`config.mk`:
```
export PLATFORM = sky130hd
export DESIGN_NAME = lcd_sequencer_flat
export DESIGN_NICKNAME = d
export VERILOG_FILES = /design/src/rtl/lcd_sequencer_if.sv /design/src/rtl/lcd_sequencer.sv /design/src/flat_wrapper.sv
export SDC_FILE = /design/constraint.sdc
export NUM_CORES = 1
export LEC_CHECK = 0
export BUFFER_PORTS_ARGS = -buffer_cell sky130_fd_sc_hd__clkbuf_2
export CORE_ASPECT_RATIO = 1.25
export CORE_MARGIN = 4
export CORE_UTILIZATION = 64
export CTS_CLUSTER_DIAMETER = 40
export DETAILED_ROUTE_END_ITERATION = 12
export PLACE_DENSITY = 0.89
export SLEW_MARGIN = 20
export SYNTH_ARGS = -nofsm -noshare
export SYNTH_HDL_FRONTEND = slang
export SYNTH_SLANG_ARGS = --single-unit
```
`constraint.sdc`:
```
create_clock -name clk -period 4.9 [get_ports clk]
set_clock_uncertainty 0.15 [all_clocks]
set_input_delay 0.49 -clock clk [delete_from_list [all_inputs] [get_ports clk]]
set_output_delay 0.49 -clock clk [all_outputs]
set_load 0.05 [all_outputs]
```
`src/rtl/lcd_sequencer_if.sv`:
```
// Bundle between the display clients and the LCD sequencer: two byte
// requesters (valid/ready with RS and data) plus the 4-bit LCD pin outputs.
// master = client/pin side, slave = the sequencer.
interface lcd_sequencer_if;
  logic       req0_valid;
  logic       req0_rs;
  logic [7:0] req0_data;
  logic       req0_ready;
  logic       req1_valid;
  logic       req1_rs;
  logic [7:0] req1_data;
  logic       req1_ready;
  logic [3:0] dataout;
  logic [2:0] control;
  logic       init_done;

  modport master (
    output req0_valid, req0_rs, req0_data,
    output req1_valid, req1_rs, req1_data,
    input  req0_ready, req1_ready,
    input  dataout, control, init_done
  );

  modport slave (
    input  req0_valid, req0_rs, req0_data,
    input  req1_valid, req1_rs, req1_data,
    output req0_ready, req1_ready,
    output dataout, control, init_done
  );
endinterface

```
`src/rtl/lcd_sequencer.sv`:
```
// HD44780 4-bit port sequencer: power-on init script, then round-robin
// sharing of the port between two byte requesters.
// Ports: clk, rst_n (sync, active low), bus (lcd_sequencer_if.slave):
//   req0/req1 valid/rs/data in, ready out; dataout = D7..D4,
//   control = {RS, RW(0), E}; init_done high after the init script.
module lcd_sequencer #(
  parameter int unsigned E_SETUP    = 2,
  parameter int unsigned E_PULSE    = 12,
  parameter int unsigned NIBBLE_GAP = 50,
  parameter int unsigned CMD_WAIT   = 2000,
  parameter int unsigned CLR_WAIT   = 82000,
  parameter int unsigned INIT_WAIT  = 205000,
  parameter int unsigned PWR_WAIT   = 750000
) (
  input logic            clk,
  input logic            rst_n,
  lcd_sequencer_if.slave bus
);

  typedef enum logic [2:0] {PWR, INIT, IDLE, SETUP, STROBE, HOLD, POST} state_t;

  localparam logic [19:0] T_SETUP = 20'(E_SETUP);
  localparam logic [19:0] T_PULSE = 20'(E_PULSE);
  localparam logic [19:0] T_GAP   = 20'(NIBBLE_GAP);
  localparam logic [19:0] T_CMD   = 20'(CMD_WAIT);
  localparam logic [19:0] T_CLR   = 20'(CLR_WAIT);
  localparam logic [19:0] T_INIT  = 20'(INIT_WAIT);
  localparam logic [19:0] T_PWR   = 20'(PWR_WAIT);
  localparam logic [7:0]  FIRST_BYTE = 8'h30;

  state_t      state, state_nx;
  logic [19:0] cnt, cnt_nx;
  logic [2:0]  step, step_nx;
  logic        lo, lo_nx;
  logic        single, single_nx;
  logic        cur_rs, cur_rs_nx;
  logic [7:0]  cur_byte, cur_byte_nx;
  logic        done, done_nx;
  logic        last, last_nx;
  logic [3:0]  dout, dout_nx;
  logic        rs_o, rs_o_nx;
  logic        e_o, e_o_nx;

  logic        grant0, grant1, rdy0, rdy1, cnt_end, is_clr;
  logic [19:0] byte_wait;
  logic [7:0]  next_step_byte, sel_byte;
  logic        sel_rs;

  // Init script: steps 0-3 are single high nibbles, 4-7 full bytes.
  function automatic logic [7:0] script_byte(input logic [2:0] idx);
    case (idx)
      3'd0, 3'd1, 3'd2: script_byte = 8'h30;
      3'd3:             script_byte = 8'h20;
      3'd4:             script_byte = 8'h28;
      3'd5:             script_byte = 8'h0C;
      3'd6:             script_byte = 8'h06;
      default:          script_byte = 8'h01;
    endcase
  endfunction

  // last = index of the requester served most recently.
  assign grant0 = bus.req0_valid & (~bus.req1_valid | last);
  assign grant1 = bus.req1_valid & (~bus.req0_valid | ~last);
  assign rdy0   = (state == IDLE) & done & grant0;
  assign rdy1   = (state == IDLE) & done & grant1;

  assign bus.req0_ready = rdy0;
  assign bus.req1_ready = rdy1;
  assign bus.dataout    = dout;
  assign bus.control    = {rs_o, 1'b0, e_o};
  assign bus.init_done  = done;

  assign cnt_end        = (cnt == 20'd1);
  assign is_clr         = ~cur_rs & (cur_byte[7:2] == 6'd0) & (cur_byte[1:0] != 2'd0);
  // The first two init nibbles get the long wait; everything else uses the byte rule.
  assign byte_wait      = (~done & (step < 3'd2)) ? T_INIT : (is_clr ? T_CLR : T_CMD);
  assign next_step_byte = script_byte(step + 3'd1);
  assign sel_byte       = rdy0 ? bus.req0_data : bus.req1_data;
  assign sel_rs         = rdy0 ? bus.req0_rs : bus.req1_rs;

  always_comb begin
    state_nx    = state;
    cnt_nx      = cnt;
    step_nx     = step;
    lo_nx       = lo;
    single_nx   = single;
    cur_rs_nx   = cur_rs;
    cur_byte_nx = cur_byte;
    done_nx     = done;
    last_nx     = last;
    dout_nx     = dout;
    rs_o_nx     = rs_o;
    e_o_nx      = 1'b0;

    case (state)
      PWR: begin
        if (cnt_end) begin
          state_nx    = SETUP;
          cnt_nx      = T_SETUP;
          cur_byte_nx = FIRST_BYTE;
          cur_rs_nx   = 1'b0;
          single_nx   = 1'b1;
          lo_nx       = 1'b0;
          dout_nx     = FIRST_BYTE[7:4];
          rs_o_nx     = 1'b0;
        end else begin
          cnt_nx = cnt - 20'd1;
        end
      end
      INIT: begin
        if (cnt_end) begin
          if (step == 3'd7) begin
            state_nx = IDLE;
            done_nx  = 1'b1;
          end else begin
            state_nx    = SETUP;
            cnt_nx      = T_SETUP;
            step_nx     = step + 3'd1;
            cur_byte_nx = next_step_byte;
            cur_rs_nx   = 1'b0;
            single_nx   = (step < 3'd3);
            lo_nx       = 1'b0;
            dout_nx     = next_step_byte[7:4];
            rs_o_nx     = 1'b0;
          end
        end else begin
          cnt_nx = cnt - 20'd1;
        end
      end
      IDLE: begin
        if (rdy0 | rdy1) begin
          state_nx    = SETUP;
          cnt_nx      = T_SETUP;
          cur_byte_nx = sel_byte;
          cur_rs_nx   = sel_rs;
          single_nx   = 1'b0;
          lo_nx       = 1'b0;
          last_nx     = rdy1;
          dout_nx     = sel_byte[7:4];
          rs_o_nx     = sel_rs;
        end
      end
      SETUP: begin
        if (cnt_end) begin
          state_nx = STROBE;
          cnt_nx   = T_PULSE;
          e_o_nx   = 1'b1;
        end else begin
          cnt_nx = cnt - 20'd1;
        end
      end
      STROBE: begin
        if (cnt_end) begin
          state_nx = HOLD;
          cnt_nx   = T_GAP;
        end else begin
          cnt_nx = cnt - 20'd1;
          e_o_nx = 1'b1;
        end
      end
      HOLD: begin
        if (cnt_end) begin
          if (~lo & ~single) begin
            state_nx = SETUP;
            cnt_nx   = T_SETUP;
            lo_nx    = 1'b1;
            dout_nx  = cur_byte[3:0];
          end else begin
            state_nx = done ? POST : INIT;
            cnt_nx   = byte_wait;
          end
        end else begin
          cnt_nx = cnt - 20'd1;
        end
      end
      POST: begin
        if (cnt_end) state_nx = IDLE;
        else         cnt_nx   = cnt - 20'd1;
      end
      default: state_nx = PWR;
    endcase
  end

  always_ff @(posedge clk) begin
    if (!rst_n) begin
      state    <= PWR;
      cnt      <= T_PWR;
      step     <= 3'd0;
      lo       <= 1'b0;
      single   <= 1'b1;
      cur_rs   <= 1'b0;
      cur_byte <= 8'h00;
      done     <= 1'b0;
      last     <= 1'b1;
      dout     <= 4'h0;
      rs_o     <= 1'b0;
      e_o      <= 1'b0;
    end else begin
      state    <= state_nx;
      cnt      <= cnt_nx;
      step     <= step_nx;
      lo       <= lo_nx;
      single   <= single_nx;
      cur_rs   <= cur_rs_nx;
      cur_byte <= cur_byte_nx;
      done     <= done_nx;
      last     <= last_nx;
      dout     <= dout_nx;
      rs_o     <= rs_o_nx;
      e_o      <= e_o_nx;
    end
  end

endmodule

```
`src/flat_wrapper.sv`:
```
// flat-port wrapper written by rule: the top's interface ports become plain ports
module lcd_sequencer_flat 
#(
  parameter int unsigned E_SETUP    = 2,
  parameter int unsigned E_PULSE    = 12,
  parameter int unsigned NIBBLE_GAP = 50,
  parameter int unsigned CMD_WAIT   = 2000,
  parameter int unsigned CLR_WAIT   = 82000,
  parameter int unsigned INIT_WAIT  = 205000,
  parameter int unsigned PWR_WAIT   = 750000
)
  (clk, rst_n, bus_req0_valid, bus_req0_rs, bus_req0_data, bus_req1_valid, bus_req1_rs, bus_req1_data, bus_req0_ready, bus_req1_ready, bus_dataout, bus_control, bus_init_done);
  lcd_sequencer_if bus_i ();
  input logic clk;
  input logic rst_n;
  input wire logic [$bits(bus_i.req0_valid)-1:0] bus_req0_valid;
  input wire logic [$bits(bus_i.req0_rs)-1:0] bus_req0_rs;
  input wire logic [$bits(bus_i.req0_data)-1:0] bus_req0_data;
  input wire logic [$bits(bus_i.req1_valid)-1:0] bus_req1_valid;
  input wire logic [$bits(bus_i.req1_rs)-1:0] bus_req1_rs;
  input wire logic [$bits(bus_i.req1_data)-1:0] bus_req1_data;
  output wire logic [$bits(bus_i.req0_ready)-1:0] bus_req0_ready;
  output wire logic [$bits(bus_i.req1_ready)-1:0] bus_req1_ready;
  output wire logic [$bits(bus_i.dataout)-1:0] bus_dataout;
  output wire logic [$bits(bus_i.control)-1:0] bus_control;
  output wire logic [$bits(bus_i.init_done)-1:0] bus_init_done;
  assign bus_i.req0_valid = bus_req0_valid;
  assign bus_i.req0_rs = bus_req0_rs;
  assign bus_i.req0_data = bus_req0_data;
  assign bus_i.req1_valid = bus_req1_valid;
  assign bus_i.req1_rs = bus_req1_rs;
  assign bus_i.req1_data = bus_req1_data;
  assign bus_req0_ready = bus_i.req0_ready;
  assign bus_req1_ready = bus_i.req1_ready;
  assign bus_dataout = bus_i.dataout;
  assign bus_control = bus_i.control;
  assign bus_init_done = bus_i.init_done;
  lcd_sequencer #(.E_SETUP(E_SETUP), .E_PULSE(E_PULSE), .NIBBLE_GAP(NIBBLE_GAP), .CMD_WAIT(CMD_WAIT), .CLR_WAIT(CLR_WAIT), .INIT_WAIT(INIT_WAIT), .PWR_WAIT(PWR_WAIT)) u_core (.clk(clk), .rst_n(rst_n), .bus(bus_i));
endmodule
```
# Word-level counts from Yosys, hierarchy flattened
# Cells that the tools add are included.
[word_totals]
regBits = 44
latch_bits = 0
ramBits = 0
rom_bits = 0
input_bits = 22
elab_cells = 129
mem_count = 0
[op_classes]
addsub = 2
multipliers = 0
div = 0
magnitude_cmp = 2
eq_ne = 25
shift = 0
n_mux = 54
bitwise_logic = 20
n_reduce_logical = 15
[op_table]
columns = ["operator", "count"]
rows = [
  ["two-way mux 20 bit", 10],
  ["case mux 20 bit (7 select lines)", 1],
  ["two-way mux 8 bit", 5],
  ["case mux 6 bit (5 select lines)", 1],
  ["two-way mux 3 bit", 9],
  ["two-way mux 4 bit", 6],
  ["case mux 8 bit (3 select lines)", 1],
  ["equality test 3 bit (second input constant)", 7],
  ["case mux 3 bit (7 select lines)", 1],
  ["equality test 20 x 1 -> 1 bit (second input constant)", 1],
  ["subtractor 20 x 1 -> 20 bit (second input constant)", 1],
  ["two-way mux 17 bit", 1],
  ["case mux 4 bit (4 select lines)", 1],
  ["two-way mux 1 bit", 14],
  ["inequality test 2 x 1 -> 1 bit (second input constant)", 7],
  ["AND reduction 7 bit", 2],
  ["equality test 3 x 2 -> 1 bit (second input constant)", 4],
  ["bitwise AND 1 bit", 9],
  ["inverter 1 bit", 8],
  ["nonzero test 7 bit", 1],
  ["equality test 3 x 1 -> 1 bit (second input constant)", 2],
  ["zero test 3 bit", 2],
  ["zero test 6 bit", 1],
  ["less-than comparator 3 x 2 -> 1 bit (second input constant)", 2],
  ["15 further kinds", 21],
]

# Logic depth before layout (Yosys ltp)
# Gate-level depths: netlist (run 1).
[depth]
ltp_word = 8
depth_mapped = 9

# Worst setup path before layout (run 1)
# OpenSTA, ideal clock, no wires.
[synth_path]
kind = "flip-flop to output port"
startpoint = "register u_core.state[1]"
endpoint = "output bus_req1_ready"
arrival_ns = 3.554
setup_slack_ns = 0.706
path_stages_with_launch = 4
path_buffers = 1
path_cell_list = "dfxtp_1 -> clkbuf_1 -> or3b_2 -> a2111oi_0"
[synth_between]
elab_chain_len = 3
[synth_lines]
columns = ["item", "line", "text"]
rows = [
  ["start: declaration", "lcd_sequencer.sv:31", "state_t state, state_nx;"],
  ["start signal: assignment", "lcd_sequencer.sv:199", "state <= state_nx;"],
  ["equality test 3 x 2 -> 1 bit", "lcd_sequencer.sv:65", "assign rdy1 = (state == IDLE) & done & grant1;"],
  ["bitwise AND 1 bit (2 in series)", "lcd_sequencer.sv:65", ""],
  ["end: declaration", "flat_wrapper.sv:23", "output wire logic [$bits(bus_i.req1_ready)-1:0] bus_req1_ready;"],
]
# Every way passes these cells.

# Final worst setup path (run 1)
# Same ends and word-level chain as after synthesis.

==> results.md, run 1 <==
* Outcome: completed
* Largest cells by area after synthesis: dfxtp_1, nor2_1, o21ai_0
* RSZ-0062 raised after global routing: false
* CP Capture Type: output pin
* Yosys top cell area share at 0.2731
* CTS H-tree depth at 2
* Antenna-violating nets left at 0
* Clk pwr share at 0.389
* Fin nets at 448
* Post-Route Setup TNS at 0 ns
* Final Hold Viols at 0
* Final min period at ~3.4 ns
* R2R cell count at 6
* Setup WS post-layout at approximately 1.5 ns
* Worst Setup EP: bus_req1_ready
* GRT Total Usage at 0.2790
* Synth Net Count at about 440
* Worst r2r src: u_core.state[1]
* Dpl hpwl at 6.014 mm
* First-pass GRT wire length at 14.15 mm
* Gate power share at 0.109
* Sw Pwr at around 200 uW
* Reg2Reg Setup Slack at 1.82 ns
* Synth unique cells at between 70 and 80
* Aggregate global routing overflow at 0
* Max Buffers Root-to-Sink at 2
* Worst Path Max Fanout at 28
* Core Region at approximately 4800 um^2
* Die Y at 87.37 um
* Final max-slew violation count at 0
* Final setup fails at 0
* Pwr dens at between 200 and 250 nW/um^2
* Fin crit share at 0.6876
* CTS Hold Bufs at 0
* Share of post-route cells with drive strength above 1 at 0.1683
* VDD IR-drop max at between 0.15 and 0.2 mV
* Post-route cell area at 3318 um^2
* Postcts setup bufs at 0
* Antenna violations before repair at 0
* DIE AREA at around 6200 um^2
* Area Overhead vs Synth at 2.870%
* DRT Pass-1 Iters at 6
* Die X at just over 70 um
* Worst-Skew Late Latency at 0.31 ns
* Initial core utilization at 0.6721
* Starting DRC count in detailed routing at between 400 and 500
* Post-Syn Area at 3226 um^2
* YS warnings at 0
* Reg2Reg Capture Point: u_core.cnt[15]
* Largest net degree at the start of global routing at 29
* Post-synth EDFFs at 0
* Worst EP required at between 4 and 5 ns
* Setup CP Type: reg -> out
* Input/output buffers at 30
* Cell area after placement at between 3000 and 4000 um^2
* Clock root cell: clkbuf_8
* Yosys reg bits at 44
* Leak at roughly 0.0012 uW
* TritonCTS clock tree: done
* Post-layout util at 0.6913
* Post-cts sizing count at 0
* Worst-Margin Slew at ~1.1 ns
* Hold Crit Class: reg -> reg
* Antenna diodes at 0
* Pre-CTS setup slack at 1.880 ns
* Total Wirelength at about 8.4 mm
* Synth area leader: dfxtp_1
* Std cell rows at 28
* Most common cell in the netlist: nor2_1
* Sequential-to-total area share from yosys stat at 0.2731
* Number of global-route vias before repair at approximately 3,000
* Max-Slew Margin vs Limit at 0.2607
* Critical Path Source Type: flip-flop
* Worst setup startpoint: u_core.state[1]
* Synth Flop Type: dfxtp_1
* TritonCTS Buffers at 5
* Avg Cell Area, Syn at between 7 and 8 um^2
* I/O pin count at 32
* Arrival @ worst endpoint at 2.73 ns
* GP Congestion at ~0.98
* Max cap viols at 0
* Clk pin slew, worst setup/hold paths at 0.09 ns
* Sequential group share of total power at 0.503
* Remaining DRCs at 0
* CTS Sinks at 44
* Vias per cell at 6.676
* Routed vias at between 3,000 and 4,000
* Cell-internal power at approximately 550 uW
* Fin Hold WS at approximately 0.32 ns
* Top cells by count, synth: nor2_1, dfxtp_1, o21ai_0, a21oi_1, nand2_1
* Synthesized instance count at between 400 and 500
* Max frequency at 0.2968 GHz
* Sw Share at 0.2641
* WL per Instance at roughly 18 um
* Post-synth ARST share at 0
-- cells in the final DEF, fill, tap and decap left out, drive strengths merged, types with 4 or more instances in the layout --
cell     n
xnor2    4
a21oi   32
nand3   18
or2      5
nand2   29
mux2i    9
or3      6
o21ai   38
clkbuf  35
inv     12
a211oi   6
nor4     8
o21a     4
o31ai    8
o22ai    5
ha      11
o211ai   5
dfxtp   44
nor3    16
nor2    49
nand2b   7
-- stage by stage --
| stage | instances | total power, uW |
|---|---|---|
| finish | 476 | 752.4 |
| global route | 476 | 779.0 |
| CTS | 476 | 749.8 |
| detailed placement | 468 | 465.2 |
| global placement | 468 | 462.5 |
| floorplan | 411 | 449.2 |
-- power groups by stage --
stage / sequential, uW / combinational, uW / clock, uW
2_1_floorplan: 379 / 70.6 / 0
3_3_place_gp: 385 / 77.2 / 0
3_5_place_dp: 386 / 79.1 / 0
4_1_cts: 378 / 80.0 / 292
5_1_grt: 380 / 90.3 / 308
6_report: 378 / 82.0 / 292
-- worst min-delay path by stage --
stage                     startpoint                     to  slack (ns)  depth (start not counted)
3_3_place_gp      u_core.cur_byte[7]     u_core.cur_byte[7]        0.30                          2
4_1_cts           u_core.cur_byte[6]     u_core.cur_byte[6]        0.33                          2
5_1_grt        u_core.bus.dataout[0]  u_core.bus.dataout[0]        0.37                          2
6_report          u_core.cur_byte[6]     u_core.cur_byte[6]        0.32                          2
2_1_floorplan     u_core.cur_byte[7]     u_core.cur_byte[7]        0.29                          2
3_5_place_dp      u_core.cur_byte[6]     u_core.cur_byte[6]        0.31                          2
-- flip-flops by register name, summed over array words and instances (netlist names) --
name and count:
u_core.cur_byte 8, u_core.e_o 1, u_core.cnt 20, u_core.lo 1, u_core.state 3, u_core.cur_rs 1, u_core.bus.init_done 1, u_core.bus.dataout 4
u_core.step 3, u_core.single 1, u_core.last 1
-- layout make-up --
type,count,area (um^2)
inverter,11,41.29
tap,60,75.07
clock inverter,3,46.29
clock buffer,5,68.82
multi-input combinational,322,2048
timing repair buffer,31,157.7
sequential,44,880.8
fill,407,1481
-- routing by layer --
| layer | vias to the layer above | GRT usage | share of wire |
|---|---|---|---|
| li1 | 1514 | - | - |
| met1 | 1469 | 0.3277 | 0.40 |
| met2 | 169 | 0.4933 | 0.50 |
| met3 | 26 | 0.04157 | 0.071 |
| met4 | 0 | 0.1299 | 0.032 |
| met5 | - | 0 | 0 |
-- worst max-delay path, stage by stage (launching register included) --
cell       delay, ns
dfxtp_1         0.91
or3b_2          0.64
a2111oi_0       0.50
clkbuf_2        0.37
-- cells by family (layout without fill, tap and decap cells) --
family | count (synthesis) | after routing | synth area share
AOI/OAI and AO/OA | 131 | 131 | 0.2719
xor gates and xnor gates | 6 | 6 | 0.01629
adders and majority gates | 11 | 11 | 0.04267
buffers and inverters | 45 | 50 | 0.09193
DFF | 44 | 44 | 0.2731
muxes | 12 | 12 | 0.03840
other | 1 | 1 | 0.001163
and+or+nand+nor | 161 | 161 | 0.2645
No activity file was read; power rests on OpenSTA's default activity.
==> run 2: changes to the inputs <==
--- a/config.mk
+++ b/config.mk
@@ -8,10 +8,10 @@
 export BUFFER_PORTS_ARGS = -buffer_cell sky130_fd_sc_hd__clkbuf_2
 export CORE_ASPECT_RATIO = 1.25
 export CORE_MARGIN = 4
-export CORE_UTILIZATION = 64
+export CORE_UTILIZATION = 60
 export CTS_CLUSTER_DIAMETER = 40
 export DETAILED_ROUTE_END_ITERATION = 12
-export PLACE_DENSITY = 0.89
+export PLACE_DENSITY = 0.85
 export SLEW_MARGIN = 20
 export SYNTH_ARGS = -nofsm -noshare
 export SYNTH_HDL_FRONTEND = slang
==> constraint.sdc (replaced) <==
create_clock -name clk -period 3.35 [get_ports clk]
set_clock_uncertainty 0.15 [all_clocks]
set_input_delay 0.335 -clock clk [delete_from_list [all_inputs] [get_ports clk]]
set_output_delay 0.335 -clock clk [all_outputs]
set_load 0.05 [all_outputs]
==> results.md, run 2 (synthesized netlist as in run 1, its figures left out) <==
* RSZ-0062 raised after global routing: false
* VDD IR-drop max at ~0.24 mV
* Worst-Skew Late Latency at between 0.3 and 0.4 ns
* I/O pin count at 32
* Commonest non-fill, non-tap cell in the layout: nor2_1
* Aggregate global routing overflow at 0
* Max Buffers Root-to-Sink at 2
* Final max-slew violation count at 0
* Post-route cell area at ~3400 um^2
* GRT Total Usage at 0.2522
* Area Overhead vs Synth at 4.189%
* Largest net degree at the start of global routing at 29
* First-pass GRT wire length at roughly 14 mm
* Clock root cell: clkbuf_8
* Outcome: completed
* Worst Path Max Fanout at 16
* Die X at ~74 um
* CP Capture Type: flip-flop
* Vias per cell at approximately 6.6
* Setup CP Type: reg -> reg
* Leak at 0.001262 uW
* Max cap viols at 0
* Std cell rows at 29
* Core Region at 5152 um^2
* Leading cell types in the layout, fill and taps excluded: nor2_1, dfxtp_1, o21ai_0, clkbuf_2, a21oi_1
* Number of global-route vias before repair at a little under 3,000
* Pre-CTS setup slack at between 0.5 and 0.6 ns
* Most flop-heavy register: u_core.cnt
* Cell area after placement at 3249 um^2
* Arrival @ worst endpoint at about 2.9 ns
* Worst EP required at 3.40 ns
* Postcts setup bufs at 0
* Final min period at between 2 and 3 ns
* CTS Hold Bufs at 0
* Antenna diodes at 0
* Fillers at 434
* Max reg flops at 20
* TritonCTS Buffers at 5
* DRT Pass-1 Iters at 6
* TritonCTS clock tree: done
* Final Hold Viols at 0
* Starting DRC count in detailed routing at 460
* DIE AREA at ~6600 um^2
* GP Congestion at 1.025
* Input/output buffers at 30
* Total Wirelength at 8.165 mm
* Routed vias at between 3,000 and 4,000
* Clk pin slew, worst setup/hold paths at 0.08 ns
* CTS H-tree depth at 2
* Final setup fails at 0
* Post-Route Setup TNS at 0 ns
* Post-cts sizing count at 0
* Die Y at between 80 and 90 um
* Setup WS post-layout at 0.5278 ns
* Share of post-route cells with drive strength above 1 at 0.1805
* Pwr dens at around 320 nW/um^2
* Power, Total at around 1100 uW
* WL per Instance at 16.90 um
* Fin crit share at 0.8425
* Worst-Margin Slew at roughly 0.80 ns
* Dpl hpwl at roughly 5.9 mm
* Antenna violations before repair at 0
* Max frequency at roughly 0.35 GHz
* Critical Path Source Type: flip-flop
* Hold Crit Class: in -> reg
* Antenna-violating nets left at 0
* Fin nets at 453
* Initial core utilization at 0.6260
* Remaining DRCs at 0
* CTS Sinks at 44
* Max-Slew Margin vs Limit at 0.4632
## run 2: changes by cell type in the layout (fill, tap and decap cells not counted)
cell,delta
buf_4,+5
a2111oi_0,-1
a2111oi_2,+1
clkinv_2,+1
inv_6,-1
## run 2: area by class of cell
class / count / area, um^2 / area share
multi-input cells: 322 / 2054 / 0.6113
flip-flops and latches: 44 / 880.8 / 0.2621
repair buffers: 36 / 195.2 / 0.05808
well taps: 62 / 77.57 / 0.02308
clock buffers: 5 / 68.82 / 0.02048
clock inverters: 3 / 42.54 / 0.01266
inverters: 11 / 41.29 / 0.01229
## run 2: critical path, cell delays in order (launching register included)
cell and delay (ns):
dfxtp_1 0.35, or4_1 0.69, nor2_1 0.51, a31oi_2 0.47
nand3b_1 0.22, nor4_1 0.06, o31a_1 0.27
## run 2: where the power goes
part	internal, uW	switching (uW)	leakage (uW)	total (uW)
registers	534	18.4	0.000356	552
clock network	221	194	0.0000541	415
logic	51.2	63.3	0.000851	114
## run 2: final timing paths
kind | startpoint | to | slack, ns | cells past startpoint
max | u_core.cnt[11] | u_core.cnt[6] | 0.53 | 6
min | bus_req0_valid | u_core.last | 0.24 | 4
max reg2reg | u_core.cnt[11] | u_core.cnt[6] | 0.53 | 6
min reg2reg | u_core.bus.dataout[0] | u_core.bus.dataout[0] | 0.33 | 2
## run 2: layer usage
metal  track usage  up-vias  part of all wire
li1              -     1520                 -
met3       0.04018       37             0.075
met1        0.3269     1474              0.40
met4        0.1163        0             0.042
met2        0.4009      175              0.49
met5             0        -                 0
## run 2: stage by stage
| stage | hold slack (ns) | util | instances |
|---|---|---|---|
| after floorplan | 0.2861 | - | 411 |
| after global placement | 0.3007 | 0.6306 | 475 |
| after detailed placement | 0.3125 | 0.6306 | 475 |
| after CTS | 0.2401 | 0.6523 | 483 |
| after global routing | 0.2757 | 0.6523 | 483 |
| final | 0.2379 | 0.6523 | 483 |
